<file path="config.mk">
export PLATFORM = sky130hd
export DESIGN_NAME = uart_wb_poll_master
export DESIGN_NICKNAME = d
export VERILOG_FILES = /design/src/rtl/uart_wb_pkg.sv /design/src/rtl/uart_wb_poll_master.sv
export SDC_FILE = /design/constraint.sdc
export NUM_CORES = 1
export LEC_CHECK = 0
export CELL_PAD_IN_SITES_DETAIL_PLACEMENT = 0
export CELL_PAD_IN_SITES_GLOBAL_PLACEMENT = 2
export CORE_MARGIN = 2
export CORE_UTILIZATION = 39
export DETAILED_ROUTE_END_ITERATION = 8
export DONT_BUFFER_PORTS = 1
export PLACE_DENSITY = 0.92
export SYNTH_ARGS = -nofsm -noshare
export SYNTH_HDL_FRONTEND = slang
export SYNTH_SLANG_ARGS = --single-unit
</file>
<file path="constraint.sdc">
create_clock -name clk_i -period 2.35 [get_ports clk_i]
set_input_delay 0 -clock clk_i [delete_from_list [all_inputs] [get_ports clk_i]]
set_output_delay 0 -clock clk_i [all_outputs]
set_load 0.02 [all_outputs]
</file>
<file path="src/rtl/uart_wb_pkg.sv">
// Shared constants for the UART Wishbone polling master.
//   REG_DATA / REG_STATUS : register offsets inside the UART controller
//   STAT_RX_READY         : STATUS bit set when a received byte is waiting
//   STAT_TX_IDLE          : STATUS bit set when the UART can take a new byte
//   state_t               : polling FSM states
package uart_wb_pkg;

  localparam logic [7:0] REG_DATA      = 8'h00;
  localparam logic [7:0] REG_STATUS    = 8'h04;
  localparam int         STAT_RX_READY = 0;
  localparam int         STAT_TX_IDLE  = 5;

  typedef enum logic [1:0] {
    IDLE = 2'd0,
    STAT = 2'd1,
    TXW  = 2'd2,
    RXR  = 2'd3
  } state_t;

endpackage

</file>
<file path="src/rtl/uart_wb_poll_master.sv">
// Wishbone classic initiator that reaches the UART controller without the CPU.
// A one-byte TX holding register and a one-byte RX holding register sit between
// a valid/ready byte stream and polled STATUS reads, DATA writes and DATA reads.
//
// Ports
//   clk_i, rst_ni           clock, asynchronous active-low reset
//   wb_cyc_o .. wb_we_o     Wishbone initiator side (all outputs registered)
//   wb_ack_i, wb_dat_i      Wishbone slave response
//   tx_valid_i/tx_data_i    byte to send, taken when tx_ready_o is high
//   tx_ready_o              TX holding register empty
//   rx_valid_o/rx_data_o    received byte, released when rx_ready_i is high
//   err_o                   one-cycle pulse when a transaction times out
//
// state | meaning
// ------+------------------------------------------------------------------
// IDLE  | bus idle; counts down the poll gap, then polls if there is work
// STAT  | STATUS read in flight
// TXW   | one idle bus cycle, then DATA write of the TX byte until ack
// RXR   | one idle bus cycle, then DATA read into the RX byte until ack
module uart_wb_poll_master
  import uart_wb_pkg::*;
#(
  parameter int                    ADDR_WIDTH  = 32,
  parameter int                    DATA_WIDTH  = 32,
  parameter logic [ADDR_WIDTH-1:0] UART_BASE   = 32'h1000_0000,
  parameter int                    POLL_GAP    = 4,
  parameter int                    ACK_TIMEOUT = 255
) (
  input  logic                      clk_i,
  input  logic                      rst_ni,
  output logic                      wb_cyc_o,
  output logic                      wb_stb_o,
  input  logic                      wb_ack_i,
  output logic [ADDR_WIDTH-1:0]     wb_adr_o,
  output logic [DATA_WIDTH-1:0]     wb_dat_o,
  input  logic [DATA_WIDTH-1:0]     wb_dat_i,
  output logic [DATA_WIDTH/8-1:0]   wb_sel_o,
  output logic                      wb_we_o,
  input  logic                      tx_valid_i,
  input  logic [7:0]                tx_data_i,
  output logic                      tx_ready_o,
  output logic                      rx_valid_o,
  output logic [7:0]                rx_data_o,
  input  logic                      rx_ready_i,
  output logic                      err_o
);

  localparam int GAP_W  = $clog2(POLL_GAP + 1);
  localparam int WAIT_W = $clog2(ACK_TIMEOUT + 1);

  localparam logic [ADDR_WIDTH-1:0] ADR_DATA   = UART_BASE + ADDR_WIDTH'(REG_DATA);
  localparam logic [ADDR_WIDTH-1:0] ADR_STATUS = UART_BASE + ADDR_WIDTH'(REG_STATUS);

  state_t                  r_state;
  logic [GAP_W-1:0]        r_gap;
  logic [WAIT_W-1:0]       r_wait;
  logic                    r_cyc;
  logic                    r_stb;
  logic                    r_we;
  logic [ADDR_WIDTH-1:0]   r_adr;
  logic [DATA_WIDTH-1:0]   r_dat;
  logic                    r_err;
  logic                    r_tx_full;
  logic [7:0]              r_tx_byte;
  logic                    r_rx_full;
  logic [7:0]              r_rx_byte;

  logic [7:0]              w_status;
  logic                    w_done;
  logic                    w_unused_dat;

  assign w_status     = wb_dat_i[7:0];
  assign w_done       = r_stb && wb_ack_i;
  // only the low byte of the UART registers carries information
  assign w_unused_dat = ^wb_dat_i[DATA_WIDTH-1:8];

  always_ff @(posedge clk_i or negedge rst_ni) begin
    if (!rst_ni) begin
      r_state   <= IDLE;
      r_gap     <= '0;
      r_wait    <= '0;
      r_cyc     <= 1'b0;
      r_stb     <= 1'b0;
      r_we      <= 1'b0;
      r_adr     <= '0;
      r_dat     <= '0;
      r_err     <= 1'b0;
      r_tx_full <= 1'b0;
      r_tx_byte <= '0;
      r_rx_full <= 1'b0;
      r_rx_byte <= '0;
    end else begin
      r_err <= 1'b0;

      if (r_rx_full && rx_ready_i) r_rx_full <= 1'b0;
      if (tx_valid_i && !r_tx_full) begin
        r_tx_full <= 1'b1;
        r_tx_byte <= tx_data_i;
      end

      // Ack watchdog; a timed-out transaction goes back to IDLE behind a gap
      // so it is retried by the next poll with the holding registers intact.
      if (r_stb) begin
        if (wb_ack_i) begin
          r_wait <= '0;
        end else if (r_wait == WAIT_W'(ACK_TIMEOUT - 1)) begin
          r_wait  <= '0;
          r_cyc   <= 1'b0;
          r_stb   <= 1'b0;
          r_we    <= 1'b0;
          r_err   <= 1'b1;
          r_gap   <= GAP_W'(POLL_GAP);
          r_state <= IDLE;
        end else begin
          r_wait <= r_wait + WAIT_W'(1);
        end
      end

      case (r_state)
        IDLE: begin
          if (r_gap != '0) begin
            r_gap <= r_gap - GAP_W'(1);
          end else if (r_tx_full || !r_rx_full) begin
            r_state <= STAT;
            r_cyc   <= 1'b1;
            r_stb   <= 1'b1;
            r_we    <= 1'b0;
            r_adr   <= ADR_STATUS;
            r_dat   <= '0;
          end
        end

        STAT: begin
          if (w_done) begin
            r_cyc <= 1'b0;
            r_stb <= 1'b0;
            if (w_status[STAT_RX_READY] && !r_rx_full) begin
              r_state <= RXR;
            end else if (w_status[STAT_TX_IDLE] && r_tx_full) begin
              r_state <= TXW;
            end else begin
              r_state <= IDLE;
              r_gap   <= GAP_W'(POLL_GAP);
            end
          end
        end

        // stb low on entry is the mandatory idle bus cycle after the STATUS ack
        TXW: begin
          if (!r_stb) begin
            r_cyc <= 1'b1;
            r_stb <= 1'b1;
            r_we  <= 1'b1;
            r_adr <= ADR_DATA;
            r_dat <= DATA_WIDTH'(r_tx_byte);
          end else if (wb_ack_i) begin
            r_cyc     <= 1'b0;
            r_stb     <= 1'b0;
            r_we      <= 1'b0;
            r_tx_full <= 1'b0;
            r_state   <= IDLE;
          end
        end

        RXR: begin
          if (!r_stb) begin
            r_cyc <= 1'b1;
            r_stb <= 1'b1;
            r_we  <= 1'b0;
            r_adr <= ADR_DATA;
            r_dat <= '0;
          end else if (wb_ack_i) begin
            r_cyc     <= 1'b0;
            r_stb     <= 1'b0;
            r_rx_byte <= w_status;
            r_rx_full <= 1'b1;
            r_state   <= IDLE;
          end
        end

        default: r_state <= IDLE;
      endcase
    end
  end

  assign wb_cyc_o   = r_cyc;
  assign wb_stb_o   = r_stb;
  assign wb_we_o    = r_we;
  assign wb_adr_o   = r_adr;
  assign wb_dat_o   = r_dat;
  assign wb_sel_o   = {{(DATA_WIDTH/8-1){1'b0}}, 1'b1};
  assign err_o      = r_err;
  assign tx_ready_o = !r_tx_full;
  assign rx_valid_o = r_rx_full;
  assign rx_data_o  = r_rx_byte;

endmodule

</file>
==> flow_summary.yaml <==
timing:
  setup_violations: 0
  finalMaxSlewViolations: 0
  tightest_slew_ns: 0.680
  slew-limit-headroom_pct: 54.6
  clock.fmax_mhz: 533
  skew_ns: 0.00880
  period_share_pct: 79.9
  hold_viol: 0
  tns_ns: 0
  rsz0062_at_grt: "false"
  min_period_ns: 1.88
detailed_routing:
  num_vias: 1660
  drt-pass1-iter-count: 5
  drc: 0
  wirelength_um: 4940
  dr.first_iter.drc_count: 108
  wire_per_inst_um: 14.3
  drt-vias-per-instance: 4.80
  ant_nets: 0
placement:
  place_inst: 318
  post-dp-hpwl_um: 3520
  port_buffers: 0
  place_congestion: 0.711
pwr:
  power.leakage_nw: 1.30
  p_per_area_mw_per_mm2: 1080
  peakVddDrop_v: 0.000525
layout:
  antenna_cells: 0
  fin_cells: 346
  syn_to_final_growth_pct: 5.66
  final_nets: 323
  fillers: 594
  drive_gt1_share_pct: 11.5
  fin_util_pct: 42.8
clock_tree:
  ctsHtreeMaxLevel: 2
  ctsHoldBuffers: 22
  cts_max_path_buffers: 2
  cts_sinks: 45
  clk_pin_slew_ns: 0.08
  cts_root_buffer: "clkbuf_8"
  cts_resized: 0
  insertion_delay_ns: 0.29
  cts_tree: "built"
  cts_made_buffers: 5
  cts_setup_buffers: 0
worst_setup_path:
  endpoint_kind: "flip-flop"
  crit_fanout: 11
  worstPathCellList: "inv_1 -> ha_1 -> nor3_1 -> or2_4 -> o221a_1 -> o32ai_2"
  critPathArrivalTime_ns: 2.09
  crit_type: "reg -> reg"
  cp_data_required_time_ns: 2.56
  cp_slowest_stage_delay_ns: 0.43
  slowest_stage: "dfrtp_1"
  startpoint_type: "flip-flop"
synthesis:
  synth_area_mm2: 0.00259
  yosysWarnings: 0
  async_reset_ff_share_pct: 100
  syn_avg_cell_area_um2: 10.4
  synth_ff_type: "dfrtp_1"
  synth_edf_count: 0
  ys_seq_area_share_pct: 43.5
  synth-seq-cells: 45
  synth_cells: 249
  synth_cell_types: 45
floorplan:
  rows: 29
  fp.dieArea_mm2: 0.00730
  initial_core_util_pct: 40.5
  io_pins: 127
  die_y_um: 85.4
  die_w_um: 85.4
  core_area_mm2: 0.00639
min_path:
  hold_class: "in -> reg"
global_route:
  grt_max_degree: 46
  grt-ovfl-total: 0
  grt_antenna_before_repair: 0
  grt_pass1_wl_um: 7960
  grt_use_total_pct: 14.1
  grt_pass1_vias: 1604
flow_run:
  maxCapViolations: 0
status:
  status: "completed"
## kinds of logic (layout without fill, tap and decap cells)
logic type	after synthesis	in the layout	share of synthesized area, %
flip-flops	45	45	43.5
XOR/XNOR	5	5	1.69
adder cells (fa/ha/maj)	8	8	3.87
other	2	58	0.290
multiplexers	19	19	8.18
AND/OR/NAND/NOR	52	52	10.1
AO/OA/AOI/OAI	41	41	12.1
buffers and inverters	77	41	20.3
## cells in the mapped netlist (all sizes together), types with 3 or more instances
cell type / n / area share, %
inv: 12 / 1.7
o21ai: 7 / 1.5
xor2: 4 / 1.4
nor3: 3 / 0.58
nor2: 10 / 1.5
nand2: 17 / 2.5
nand2b: 4 / 0.97
buf: 62 / 18
nor2b: 3 / 0.73
clkbuf: 3 / 0.44
dfrtp: 45 / 44
nand4: 3 / 0.73
nand3: 4 / 0.77
a21oi: 7 / 1.4
a22o: 8 / 2.7
mux2: 17 / 7.4
ha: 8 / 3.9
## where the power goes
group | switching [mW] | total, mW | internal (mW)
sequential | 0.390 | 1.44 | 1.05
combinational | 0.614 | 1.09 | 0.471
clock | 0.243 | 0.439 | 0.196
total | 1.25 | 2.96 | 1.71
## sequential cells by signal, summed over array words and instances (netlist names), 2 cells and up
name / flops
r_gap: 3
r_state: 2
r_tx_byte: 8
r_wait: 8
rx_data_o: 8
wb_adr_o: 2
wb_dat_o: 8
## worst max-delay path: cells and delay by family (launching register included)
kind | cells | cell delay (ns)
AOI/OAI and AO/OA | 2 | 0.43
adders and majority gates | 1 | 0.41
buffers and inverters | 1 | 0.12
DFF | 1 | 0.43
and+or+nand+nor | 2 | 0.39
## cells in the final DEF (no fill, tap or decap), types with 2 or more instances in the layout
master and instances:
or3_1 2, o21ai_0 6, o22ai_1 2, dlygate4sd3_1 21, mux2_2 17, a31oi_1 2, a22o_1 8, xor2_1 4
nor2_1 10, and4_1 2, nor3_1 3, nand4_1 3, nor2b_1 3, a32o_1 2, inv_1 11, o41ai_1 2
nand3_1 4, conb_1 58, clkbuf_8 5, a21oi_1 7, ha_1 8, nand2b_1 4, nand2_1 17, mux2i_1 2
dfrtp_1 45
## layer usage
layer	part of all wire, %	vias up	GRT usage, %
li1	-	778	-
met1	41	789	17.0
met2	49	83	23.7
met3	7.6	10	3.70
met4	2.4	0	6.06
met5	0	-	0
## path summary, 6_finish.rpt
check,startpoint,end,slack (ns),cells after the start
min reg2reg,r_tx_byte[0],wb_dat_o[0],0.50,1
min in group asynchronous,rst_ni,wb_stb_o,0.19,2
min,wb_ack_i,wb_cyc_o,0.02,3
max in group asynchronous,rst_ni,wb_dat_o[6],1.94,2
max,r_state[1],r_state[1],0.47,6
max reg2reg,r_state[1],r_state[1],0.47,6
## area by class of cell
class | count | area, um^2 | area share [%]
flip-flops and latches | 45 | 1130 | 41.2
well taps | 77 | 96.3 | 3.53
repair buffers | 23 | 245 | 8.97
multi-input cells | 183 | 1150 | 41.9
clock inverters | 1 | 5.00 | 0.183
inverters | 12 | 45.0 | 1.65
clock buffers | 5 | 68.8 | 2.52
## per-stage QoR
| stage | worst slack [ns] | hold slack [ns] | area [um^2] | power (mW) |
|---|---|---|---|---|
| after floorplan | 0.787 | -0.296 | 2800 | 2.34 |
| after detailed placement | 0.502 | -0.294 | 2420 | 2.49 |
| after global routing | 0.286 | 0.0516 | 2730 | 3.17 |
| after global placement | 0.515 | -0.294 | 2420 | 2.46 |
| after CTS | 0.477 | 0.0162 | 2730 | 2.99 |
| final | 0.472 | 0.0192 | 2730 | 2.96 |
Power figures use the tool's default switching activity.
